## config.mk

```make
export PLATFORM = sky130hd
export DESIGN_NAME = approx_mul_row_sched
export DESIGN_NICKNAME = d
export VERILOG_FILES = /design/src/rtl/approx_mul_pkg.sv /design/src/rtl/rr_arbiter.sv /design/src/rtl/approx_mul_row_sched.sv
export SDC_FILE = /design/constraint.sdc
export NUM_CORES = 1
export LEC_CHECK = 0
export ABC_AREA = 1
export CORE_MARGIN = 3
export CORE_UTILIZATION = 50
export DETAILED_ROUTE_END_ITERATION = 10
export PLACE_DENSITY_LB_ADDON = 0.1
export SETUP_SLACK_MARGIN = 0.2
export SYNTH_ARGS = -nofsm -noshare
export SYNTH_HDL_FRONTEND = slang
export SYNTH_HIERARCHICAL = 1
export SYNTH_SLANG_ARGS = --single-unit
```

## constraint.sdc

```tcl
create_clock -name clk -period 8.3 [get_ports clk]
set_clock_uncertainty 0.2 [all_clocks]
set_input_delay 1.66 -clock clk [delete_from_list [all_inputs] [get_ports clk]]
set_output_delay 1.66 -clock clk [all_outputs]
set_load 0.05 [all_outputs]
```

## src/rtl/approx_mul_pkg.sv

```systemverilog
// ---------------------------------------------------------------------------
// approx_mul_pkg
// Shared definitions for the row-serial approximate multiplier scheduler.
//   ROWS     : number of half-adder-array rows produced by the core
//   ROW_B_W  : width of one row's carry vector
//   ROW_T_W  : width of one row's sum vector
//   PROD_W   : width of the folded product
//   OP_W     : operand width fed to the core
//   state_t  : scheduler states (IDLE, ACC, DONE)
//   row_term : weight one core row into its 16-bit product contribution
// ---------------------------------------------------------------------------
package approx_mul_pkg;

    localparam int ROWS    = 4;
    localparam int ROW_B_W = 7;
    localparam int ROW_T_W = 9;
    localparam int PROD_W  = 16;
    localparam int OP_W    = 8;

    typedef enum logic [1:0] {
        IDLE,
        ACC,
        DONE
    } state_t;

    // A row contributes (t + 4*b) shifted by two bit positions per row index.
    // Everything is kept at product width so wrap-around is plain mod 2^16.
    function automatic logic [PROD_W-1:0] row_term(
        input logic [1:0]         k,
        input logic [ROW_B_W-1:0] b,
        input logic [ROW_T_W-1:0] t
    );
        logic [PROD_W-1:0] sum;
        sum = {{(PROD_W-ROW_T_W){1'b0}}, t} + {{(PROD_W-ROW_B_W-2){1'b0}}, b, 2'b00};
        return sum << {k, 1'b0};
    endfunction

endpackage

```

## src/rtl/rr_arbiter.sv

```systemverilog
// ---------------------------------------------------------------------------
// rr_arbiter
// Combinational round-robin arbiter. The search starts at the requester just
// after i_ptr and wraps, so the most recently served requester has the lowest
// priority next time.
//   i_req   : per-requester request vector
//   i_ptr   : index of the requester served last
//   i_en    : when low, no grant is produced
//   o_grant : one-hot grant (all zero when nothing wins)
//   o_idx   : encoded index of the winner (zero when nothing wins)
// ---------------------------------------------------------------------------
module rr_arbiter #(
    parameter int N     = 4,
    parameter int IDX_W = 2
) (
    input  logic [N-1:0]     i_req,
    input  logic [IDX_W-1:0] i_ptr,
    input  logic             i_en,
    output logic [N-1:0]     o_grant,
    output logic [IDX_W-1:0] o_idx
);

    localparam int SW = IDX_W + 1;

    logic [SW-1:0] w_cand;
    logic          w_found;

    // Walk the candidates ptr+1, ptr+2, ... ptr+N (mod N) and take the first
    // one that is requesting. The extra bit on w_cand holds ptr+off before
    // the wrap is folded back into range.
    always_comb begin
        o_grant = '0;
        o_idx   = '0;
        w_found = 1'b0;
        w_cand  = '0;
        for (int off = 1; off <= N; off++) begin
            w_cand = {1'b0, i_ptr} + SW'(off);
            if (w_cand >= SW'(N)) begin
                w_cand = w_cand - SW'(N);
            end
            if (!w_found && i_en && i_req[w_cand[IDX_W-1:0]]) begin
                w_found                     = 1'b1;
                o_grant[w_cand[IDX_W-1:0]] = 1'b1;
                o_idx                       = w_cand[IDX_W-1:0];
            end
        end
    end

endmodule

```

## src/rtl/approx_mul_row_sched.sv

```systemverilog
// ---------------------------------------------------------------------------
// approx_mul_row_sched
// Shares one external combinational approximate 8x8 multiplier core among
// NUM_REQ requesters. A round-robin winner's operands are registered onto the
// core, the core's four rows are folded into a 16-bit product one row per
// cycle, and the product is returned with the requester index.
//   clk, rst              : clock, asynchronous active-high reset
//   req_valid / req_ready : per-requester request and one-cycle grant pulse
//   req_x / req_y         : packed 8-bit operands, requester i at [8i+7:8i]
//   mul_x / mul_y         : registered operands driving the core
//   ha_b / ha_t           : core row k carry [7k+6:7k] and sum [9k+8:9k]
//   res_valid / res_ready : result handshake
//   res_product / res_id  : folded product and served requester index
// ---------------------------------------------------------------------------
module approx_mul_row_sched
    import approx_mul_pkg::*;
#(
    parameter int NUM_REQ = 4,
    parameter int ID_W    = 2
) (
    input  logic                    clk,
    input  logic                    rst,
    input  logic [NUM_REQ-1:0]      req_valid,
    output logic [NUM_REQ-1:0]      req_ready,
    input  logic [OP_W*NUM_REQ-1:0] req_x,
    input  logic [OP_W*NUM_REQ-1:0] req_y,
    output logic [OP_W-1:0]         mul_x,
    output logic [OP_W-1:0]         mul_y,
    input  logic [ROWS*ROW_B_W-1:0] ha_b,
    input  logic [ROWS*ROW_T_W-1:0] ha_t,
    output logic                    res_valid,
    input  logic                    res_ready,
    output logic [PROD_W-1:0]       res_product,
    output logic [ID_W-1:0]         res_id
);

    localparam logic [1:0] LAST_ROW = 2'(ROWS - 1);

    state_t               r_state;
    logic [OP_W-1:0]      r_mulX;
    logic [OP_W-1:0]      r_mulY;
    logic [PROD_W-1:0]    r_acc;
    logic [1:0]           r_row;
    logic                 r_resValid;
    logic [PROD_W-1:0]    r_resProduct;
    logic [ID_W-1:0]      r_resId;
    logic [ID_W-1:0]      r_rrPtr;

    logic                 w_arbEn;
    logic [NUM_REQ-1:0]   w_grant;
    logic [ID_W-1:0]      w_grantIdx;
    logic [ROW_B_W-1:0]   w_rowB;
    logic [ROW_T_W-1:0]   w_rowT;
    logic [PROD_W-1:0]    w_accNext;

    // Grants are only offered while idle, so the arbiter is simply gated by
    // the state; its grant vector doubles as the req_ready pulse.
    assign w_arbEn = (r_state == IDLE);

    rr_arbiter #(
        .N     (NUM_REQ),
        .IDX_W (ID_W)
    ) u_arb (
        .i_req   (req_valid),
        .i_ptr   (r_rrPtr),
        .i_en    (w_arbEn),
        .o_grant (w_grant),
        .o_idx   (w_grantIdx)
    );

    // The operands stay registered until the next grant, so the core's rows
    // are stable for the whole fold; only the row index moves the select.
    assign w_rowB    = ha_b[r_row*ROW_B_W +: ROW_B_W];
    assign w_rowT    = ha_t[r_row*ROW_T_W +: ROW_T_W];
    assign w_accNext = r_acc + row_term(r_row, w_rowB, w_rowT);

    assign req_ready   = w_grant;
    assign mul_x       = r_mulX;
    assign mul_y       = r_mulY;
    assign res_valid   = r_resValid;
    assign res_product = r_resProduct;
    assign res_id      = r_resId;

    // Scheduler: IDLE picks a winner and loads the core, ACC folds one row
    // per cycle and publishes on the last row, DONE holds the result until
    // the consumer takes it. Reset drops any job in flight without a trace.
    always_ff @(posedge clk or posedge rst) begin
        if (rst) begin
            r_state      <= IDLE;
            r_mulX       <= '0;
            r_mulY       <= '0;
            r_acc        <= '0;
            r_row        <= '0;
            r_resValid   <= 1'b0;
            r_resProduct <= '0;
            r_resId      <= '0;
            r_rrPtr      <= ID_W'(NUM_REQ - 1);
        end else begin
            case (r_state)
                IDLE: begin
                    if (|req_valid) begin
                        r_mulX  <= req_x[w_grantIdx*OP_W +: OP_W];
                        r_mulY  <= req_y[w_grantIdx*OP_W +: OP_W];
                        r_resId <= w_grantIdx;
                        r_rrPtr <= w_grantIdx;
                        r_acc   <= '0;
                        r_row   <= '0;
                        r_state <= ACC;
                    end
                end
                ACC: begin
                    r_acc <= w_accNext;
                    r_row <= r_row + 2'd1;
                    if (r_row == LAST_ROW) begin
                        r_resProduct <= w_accNext;
                        r_resValid   <= 1'b1;
                        r_state      <= DONE;
                    end
                end
                DONE: begin
                    if (r_resValid && res_ready) begin
                        r_resValid <= 1'b0;
                        r_state    <= IDLE;
                    end
                end
                default: begin
                    r_state <= IDLE;
                end
            endcase
        end
    end

endmodule
```

==> flow_summary_export.csv, run 1 <==
group,metric,value,unit
status,status,"finished clean",
placement,io_buffers,173,
sta,setup_repair_after_global_routing_missed_its_margin,"false",
logic_synthesis,synth_top_cell_area_share,27.9,%
worst_setup_path,timing.reg2reg.setup_slack,4.20,ns
finish,antennaDiodeCount,0,
worst_setup_path,worstSetupStartpointType,"primary input",
logic_synthesis,yosys_warnings,6,
floorplanning,die_h,105,µm
finish,area_growth,39.5,%
cts,clock-root-buffer,"clkbuf_8",
grt,grt_pass1_vias,5355,
sta,holdWs,0.289,ns
floorplanning,fp.dieW,105,µm
sta,slew_violations,0,
sta,achievable-frequency,177,MHz
floorplanning,initial_standard_cell_utilization_of_the_core,52.4,%
grt,track_usage,27.1,%
grt,number_of_antenna_violations_at_the_first_check_in_global_routing,0,
drt,detailroute.wirelength.met3,990,µm
cts,cts_hold_buffers,0,
grt,grt_overflow,0,
sta,setup_viol,0,
worst_hold_path,min-delay-path-class,"register to register",
cts,post_cts_resized,0,
sta,tns,0,ns
placement,routabilityCongestion,0.881,
floorplanning,floorplan.die_area,0.0111,mm²
logic_synthesis,synth.distinct_cells,43,
cts,tritoncts.num_buffers,9,
worst_hold_path,hold_path_depth,2,
logic_synthesis,async_reset_ff_share,100,%
sta,max-slew-margin-rel,44.9,%
cts,clock_path_buffers,2,
logic_synthesis,postSynth.topFlopCell,"dfrtp_1",
cts,worst_skew_pair.late_latency,0.34,ns
cts,count_of_buffers_added_by_post_cts_timing_repair_for_setup,0,
sta,final_ws_setup,2.66,ns
worst_setup_path,worst_r2r_startpoint,"r_row[1]",
worst_hold_path,min_delay_worst_endpoint,"res_product[11]",
worst_setup_path,worstReg2RegEnd,"res_product[15]",
drt,route.final.wire_length,15200,µm
logic_synthesis,synth.cell_area,0.00493,mm²
sta,timing_worst_slew_pin_value,0.824,ns
worst_setup_path,worstRegToRegCells,22,
logic_synthesis,synthCells,748,
drt,avgViaCountPerCell,5.38,
logic_synthesis,synth_sequential_area_ratio,29.0,%
drt,routed-via-count,5577,
placement,post-place-cells,1020,
drt,final_antenna_net_count,0,
finish,finalNetCount,1069,
worst_setup_path,arrival_time_worst_endpoint,3.78,ns
logic_synthesis,ys_top_cells_by_area,"dfrtp_1, nand2_1, nor2_1, ha_1, nand3_1",
worst_setup_path,critical_path_class,"primary input to output pin",
logic_synthesis,synth.largest_area_cell,"dfrtp_1",
cts,cts.htree.levels,3,
placement,place_hpwl,11500,µm
job,drv_cap,0,
logic_synthesis,syn_avg_cell_area,6.59,µm²
cts,cts_tree,"built",
logic_synthesis,synth_enable_flop_cells,0,
drt,met1Wirelength,6420,µm
sta,post-route-min-period,5.64,ns
finish,finalNonFillerCells,1036,
logic_synthesis,synth-seq-cells,57,
cts,numClockSinks,57,
worst_setup_path,crit_path_max_fanout,12,
drt,drc_errors,0,
grt,grt_max_degree,58,
drt,top_layer,"met4",
floorplanning,placementRows,35,
sta,layout_worst_path_cycle_share,68.0,%
drt,detail_route.iter0.violations,373,
grt,grt_first_pass_wirelength,25000,µm
finish,drive_gt1_share,6.28,%
placement,pre_cts_ws,2.67,ns
floorplanning,boundaryPins,174,
drt,detailedRoute.firstPassIterationCount,5,
floorplanning,core,0.00942,mm²
drt,wl_met2,7400,µm
worst_hold_path,timing.hold.worst.start,"res_product[11]",
logic_synthesis,postSynthNetCount,915,
worst_setup_path,required,6.44,ns
cts,clkTransAtPathRegs,0.07,ns
sta,hold_violations,0,
drt,avgRoutedWirePerCell,14.6,µm
worst_setup_path,end_kind,"output pin",
sequential cells by signal, summed over array words and instances, names as in the netlist:
| signal | cells |
|---|---|
| res_valid | 1 |
| mul_x | 8 |
| r_rrPtr | 2 |
| r_acc | 16 |
| res_id | 2 |
| mul_y | 8 |
| res_product | 16 |
| r_row | 2 |
| r_state | 2 |
final cells by class:
| type | instances | area, µm² |
|---|---|---|
| fill | 772 | 2540 |
| sequential | 57 | 1430 |
| tap | 129 | 161 |
| inverter | 56 | 213 |
| clock inverter | 5 | 78.8 |
| timing repair buffer | 177 | 1760 |
| multi-input combinational | 601 | 3090 |
| clock buffer | 11 | 141 |
metrics by stage:
step / instance area, µm² / util, %
global placement: 6660 / 70.7
floorplan: 4930 / -
detailed placement: 6660 / 70.7
global route: 6880 / 73.0
CTS: 6880 / 73.0
finish: 6880 / 73.0
how the worst max path moves through the flow:
stage / startpoint / end / slack (ns) / cells past startpoint
after floorplan: req_valid[2] / req_ready[2] / 3.75 / 8
after global placement: req_valid[2] / req_ready[3] / 2.75 / 9
after detailed placement: req_valid[3] / req_ready[0] / 2.67 / 9
after CTS: req_valid[3] / req_ready[0] / 2.67 / 9
after global routing: req_valid[3] / req_ready[3] / 2.49 / 9
final: req_valid[3] / req_ready[0] / 2.66 / 9
cell usage after synthesis (all sizes together), types with 2 or more instances:
library cell / instances
a31oi: 16
or2: 6
dfstp: 2
fa: 2
inv: 52
o21ai: 91
clkbuf: 10
nand2: 183
dfrtp: 55
nand3: 76
xnor2: 2
nand4: 12
nor2: 133
buf: 24
and2: 3
a21oi: 19
ha: 30
nor3: 3
clkinv: 4
o21bai: 2
a21o: 2
o22ai: 15
cell families after synthesis:
family,count (synthesis),synth area share [%]
DFF,57,29.0
buffers and inverters,90,8.30
AOI/OAI and AO/OA,147,16.3
xor gates and xnor gates,3,0.533
muxes,1,0.203
and+or+nand+nor,418,37.3
adders and majority gates,32,8.42
per-layer routing:
metal  up-vias  GRT usage, %
li1       2802             -
met1      2527          32.8
met2       215          47.9
met3        33          5.94
met4         0          8.06
met5         -             0
cells in the final DEF, fill, tap and decap left out, types with 3 or more instances in the layout:
cell / n
nand3_2: 3
nand2_1: 176
o21ai_1: 23
dfrtp_1: 55
and2_1: 3
o21ai_0: 67
nand3_1: 73
nand2_2: 5
o22ai_1: 15
clkbuf_8: 10
clkdlybuf4s50_1: 173
a31oi_1: 16
ha_1: 30
a21oi_1: 18
nor3_1: 3
inv_1: 38
nand4_1: 12
inv_2: 13
or2_1: 4
nor2_1: 126
buf_4: 4
nor2_8: 3
clkinv_1: 4
critical path: stages:
cell	delay [ns]
clkdlybuf4s50_1	0.46
nand2_1	0.14
nand3_2	0.14
nand2_1	0.11
inv_2	0.04
nor2_4	0.22
nand3_1	0.11
nand3_1	0.10
clkdlybuf4s50_1	0.80
Power of run 1 is left out: the tool's default activity adds up to more than one toggle a clock period on the data nets, which glitch-free logic cannot reach.
==> inputs of run 2 (changes only) <==
Settings changed: CORE_UTILIZATION 50 to 46.
Clock period 8.3 ns to 5.7 ns, I/O delays scaled along.
==> run 2 against run 1 <==
Net effect: utilization decreased by 7.2 points; final cell count grew 0.77%; first-iteration DRC count is 17% higher; global-route usage down 1.7 points; die area rose by 8.2%; highest routed layer unchanged.
==> flow_summary_export.csv, run 2 (synthesis gave the netlist of run 1 again) <==
group,metric,value,unit
finish,drive_gt1_share,6.17,%
floorplanning,placementRows,37,
cts,cts.htree.levels,3,
finish,final.fill_count,946,
drt,avgRoutedWirePerCell,14.7,µm
status,status,"finished clean",
finish,finalNonFillerCells,1044,
finish,antennaDiodeCount,0,
grt,track_usage,25.4,%
sta,layout_worst_path_cycle_share,82.0,%
sta,setup_repair_after_global_routing_missed_its_margin,"false",
worst_setup_path,crit_chain,"clkdlybuf4s50_1 > nand2_1 > nand3_1 > and2_1 > nor2_4 > nand3_1 > nand3_1 > clkdlybuf4s50_1",
worst_setup_path,worstSetupStartpointType,"primary input",
floorplanning,fp.dieW,110,µm
finish,area_growth,38.5,%
floorplanning,core,0.0104,mm²
drt,detailedRoute.firstPassIterationCount,5,
sta,post-route-min-period,4.67,ns
grt,grt_overflow,0,
floorplanning,floorplan.die_area,0.0120,mm²
worst_setup_path,end_kind,"output pin",
drt,route.final.wire_length,15300,µm
cts,tritoncts.num_buffers,9,
job,drv_cap,0,
finish,postLayoutCoreUtil,65.9,%
grt,number_of_antenna_violations_at_the_first_check_in_global_routing,0,
floorplanning,boundaryPins,174,
grt,grt_max_degree,58,
worst_setup_path,required,4.36,ns
grt,grt_first_pass_wirelength,24500,µm
sta,setup_viol,0,
cts,numClockSinks,57,
placement,place_hpwl,11500,µm
worst_setup_path,crit_path_max_incr_delay,0.81,ns
worst_setup_path,cpMaxStageDelayCell,"clkdlybuf4s50_1",
cts,cts_tree,"built",
sta,achievable-frequency,214,MHz
placement,post-place-cells,1028,
cts,count_of_buffers_added_by_post_cts_timing_repair_for_setup,0,
placement,io_buffers,173,
cts,cts_hold_buffers,0,
drt,final_antenna_net_count,0,
cts,clock_path_buffers,2,
finish,finalNetCount,1070,
drt,drc_errors,0,
finish,final_common_cell,"nand2_1",
cts,clock-root-buffer,"clkbuf_8",
sta,tns,0,ns
drt,avgViaCountPerCell,5.33,
grt,grt_pass1_vias,5248,
floorplanning,die_h,110,µm
cts,worst_skew_pair.late_latency,0.34,ns
worst_hold_path,min-delay-path-class,"register to register",
sta,hold_violations,0,
cts,post_cts_resized,0,
worst_setup_path,most_common_cell_type_on_the_critical_path,"nand3_1",
drt,detail_route.iter0.violations,436,
placement,routabilityCongestion,0.901,
drt,routed-via-count,5567,
sta,slew_violations,0,
finish,mostFrequentLayoutCells,"nand2_1, clkdlybuf4s50_1, nor2_1",
sta,timing_worst_slew_pin_value,0.883,ns
cts,clkTransAtPathRegs,0.06,ns
worst_setup_path,critical_path_class,"primary input to output pin",
worst_setup_path,crit_path_max_fanout,7,
floorplanning,initial_standard_cell_utilization_of_the_core,47.6,%
worst_setup_path,arrival_time_worst_endpoint,3.33,ns
sta,max-slew-margin-rel,41.0,%
==> run 2: final timing paths <==
kind | endpoint | cells after the start | slack, ns | startpoint
min reg2reg | res_id[0] | 2 | 0.28 | res_id[0]
max reg2reg | r_acc[15] | 21 | 1.46 | r_row[0]
min | res_id[0] | 2 | 0.28 | res_id[0]
max | req_ready[1] | 8 | 1.03 | req_valid[0]
max in group asynchronous | r_row[1] | 3 | 3.68 | rst
min in group asynchronous | mul_y[0] | 3 | 1.13 | rst
==> run 2: area by class of cell <==
type                    count  area [µm²]  area share (%)
well taps                 136         170            2.49
clock inverters             4        20.0           0.293
clock buffers              12         135            1.98
multi-input cells         601        3090            45.3
flip-flops and latches     57        1430            20.9
repair buffers            178        1770            25.9
inverters                  56         213            3.11
==> run 2: routing by layer <==
metal	global-route usage, %	share of wire [%]	vias up
li1	-	-	2796
met5	0	0	-
met3	6.40	8.4	24
met4	8.01	2.1	0
met2	45.2	49	198
met1	29.7	41	2549
==> run 2: critical path: cells and delay by family <==
family / cells / cell delay, ns
simple gates: 6 / 0.92
buf+inv: 2 / 1.26
==> run 2: through the flow <==
| step | area [µm²] | hold WS (ns) | setup slack (ns) |
|---|---|---|---|
| after global routing | 6830 | 0.310 | 0.919 |
| final | 6830 | 0.277 | 1.03 |
| after global placement | 6670 | 0.264 | 1.09 |
| after detailed placement | 6670 | 0.265 | 1.02 |
| after floorplan | 4930 | 0.248 | 1.81 |
| after CTS | 6830 | 0.282 | 1.07 |
Power of run 2 is left out for the same reason.
==> inputs of run 3 (changes only) <==
Settings changed: CORE_UTILIZATION 46 to 42.
Clock period 5.7 ns to 3.9 ns, I/O delays scaled along.
==> run 3 against run 2 <==
Net effect: worst setup slack lost 0.72 ns; non-clock buffer count grew 58; register-to-register slack lost 1.1 ns; global-route usage grew 0.44 points; final cell count grew 5.9%; worst hold slack gained 0.0068 ns; die area grew 9.0%; critical path depth grew 12; first-iteration DRC count grew 1.1%; final area grew 17%; critical path type is now primary input to register.
==> flow_summary_export.csv, run 3 (synthesis gave the netlist of run 1 again) <==
group,metric,value,unit
sta,tns,0,ns
sta,layout_worst_path_cycle_share,92.1,%
worst_hold_path,min-delay-path-class,"register to register",
drt,final_antenna_net_count,0,
sta,slew_violations,0,
floorplanning,placementRows,38,
cts,cts_tree,"built",
finish,finalNetCount,1128,
finish,postLayoutCoreUtil,71.7,%
floorplanning,die_h,114,µm
cts,cts_hold_buffers,0,
floorplanning,initial_standard_cell_utilization_of_the_core,44.1,%
floorplanning,boundaryPins,174,
worst_setup_path,arrival_time_worst_endpoint,3.61,ns
finish,final_common_cell,"clkdlybuf4s50_1",
sta,achievable-frequency,279,MHz
drt,drc_errors,0,
sta,timing_worst_slew_pin_value,0.530,ns
floorplanning,floorplan.die_area,0.0131,mm²
sta,setup_repair_after_global_routing_missed_its_margin,"true",
worst_setup_path,worstSetupStartpointType,"primary input",
drt,detailedRoute.firstPassIterationCount,5,
finish,drive_gt1_share,23.1,%
sta,max-slew-margin-rel,64.6,%
sta,post-route-min-period,3.59,ns
grt,grt_first_pass_wirelength,27600,µm
job,drv_cap,0,
status,status,"finished clean",
worst_setup_path,crit_path_max_fanout,4,
finish,multi_input_comb_area,0.00361,mm²
cts,tritoncts.num_buffers,9,
grt,grt_max_degree,36,
grt,grt_pass1_vias,5870,
sta,setup_viol,0,
grt,track_usage,25.8,%
cts,clock_path_buffers,2,
sta,hold_violations,0,
finish,finalNonFillerCells,1106,
cts,cts.htree.levels,3,
placement,io_buffers,173,
drt,avgViaCountPerCell,5.39,
finish,area_growth,62.5,%
drt,avgRoutedWirePerCell,15.8,µm
floorplanning,core,0.0112,mm²
drt,route.final.wire_length,17500,µm
worst_setup_path,critical_path_class,"primary input to register",
cts,clkTransAtPathRegs,0.06,ns
cts,clock-root-buffer,"clkbuf_16",
floorplanning,fp.dieW,114,µm
worst_setup_path,required,3.92,ns
grt,grt_overflow,0,
placement,place_hpwl,12700,µm
cts,worst_skew_pair.late_latency,0.33,ns
cts,numClockSinks,57,
placement,post-place-cells,1065,
finish,antennaDiodeCount,0,
finish,layout.area.seq,0.00143,mm²
finish,final.fill_count,890,
drt,detail_route.iter0.violations,441,
placement,routabilityCongestion,0.916,
drt,routed-via-count,5960,
finish,mostFrequentLayoutCells,"clkdlybuf4s50_1, nand2_1, nor2_1",
grt,number_of_antenna_violations_at_the_first_check_in_global_routing,0,
worst_setup_path,end_kind,"register",
## run 3: changes by cell type in the layout (fill, tap and decap cells not counted), sizes merged, moves of 2 or more
cell,change
clkinvlp,+3
dlymetal6s2s,+13
clkdlybuf4s50,-17
clkinv,-2
buf,+61
## run 3: worst paths after layout
kind                                 from        endpoint  slack [ns]  cells past startpoint
min in group asynchronous             rst        mul_x[5]        0.56                      2
max                              ha_t[31]       r_acc[11]        0.31                     20
max in group asynchronous             rst      r_rrPtr[0]        2.27                      3
min reg2reg                res_product[8]  res_product[8]        0.28                      2
min                        res_product[8]  res_product[8]        0.28                      2
max reg2reg                      r_row[1]       r_acc[15]        0.38                     23
## run 3: stage by stage
stage | hold WS, ns | cell area (µm²) | worst slack, ns
finish | 0.283 | 8010 | 0.310
global route | 0.307 | 8010 | 0.112
CTS | 0.285 | 7380 | 0.197
detailed placement | 0.270 | 6970 | -0.293
global placement | 0.263 | 6970 | -0.221
floorplan | 0.248 | 4930 | 0.367
## run 3: routing by layer
layer  share of wire, %  global-route usage, %  vias to the layer above
li1                   -                      -                     2912
met1                 41                   30.7                     2798
met3                6.8                   4.86                       38
met4                2.8                   7.92                        0
met5                  0                      0                        -
met2                 50                   46.9                      212
## run 3: what timing repair did
item                       in CTS  in global routing
pin swaps                      10                 79
resized for setup              28                131
buffers inserted                3                 22
cloned                          0                  0
setup endpoints to repair      16                 28
## run 3: cell type report
class	count	share of cell area [%]
clock buffers	11	3.03
clock inverters	5	0.687
inverters	56	2.76
multi-input cells	601	45.0
flip-flops and latches	57	17.9
well taps	140	2.19
repair buffers	236	28.4
## run 3: worst max-delay path, stage by stage
cell,delay (ns)
clkdlybuf4s50_1,0.45
nor2_1,0.04
o22ai_1,0.18
ha_2,0.31
or2_4,0.25
nand2_4,0.08
or2_1,0.11
nand3_1,0.10
o21ai_2,0.11
o21ai_2,0.10
ha_4,0.30
nand2_2,0.08
nor2_1,0.14
nand2_1,0.10
nand2_2,0.12
nand2_1,0.09
nand3_1,0.08
nand2_1,0.06
nand3_1,0.07
nand2_1,0.05
Power of run 3 is left out for the same reason.
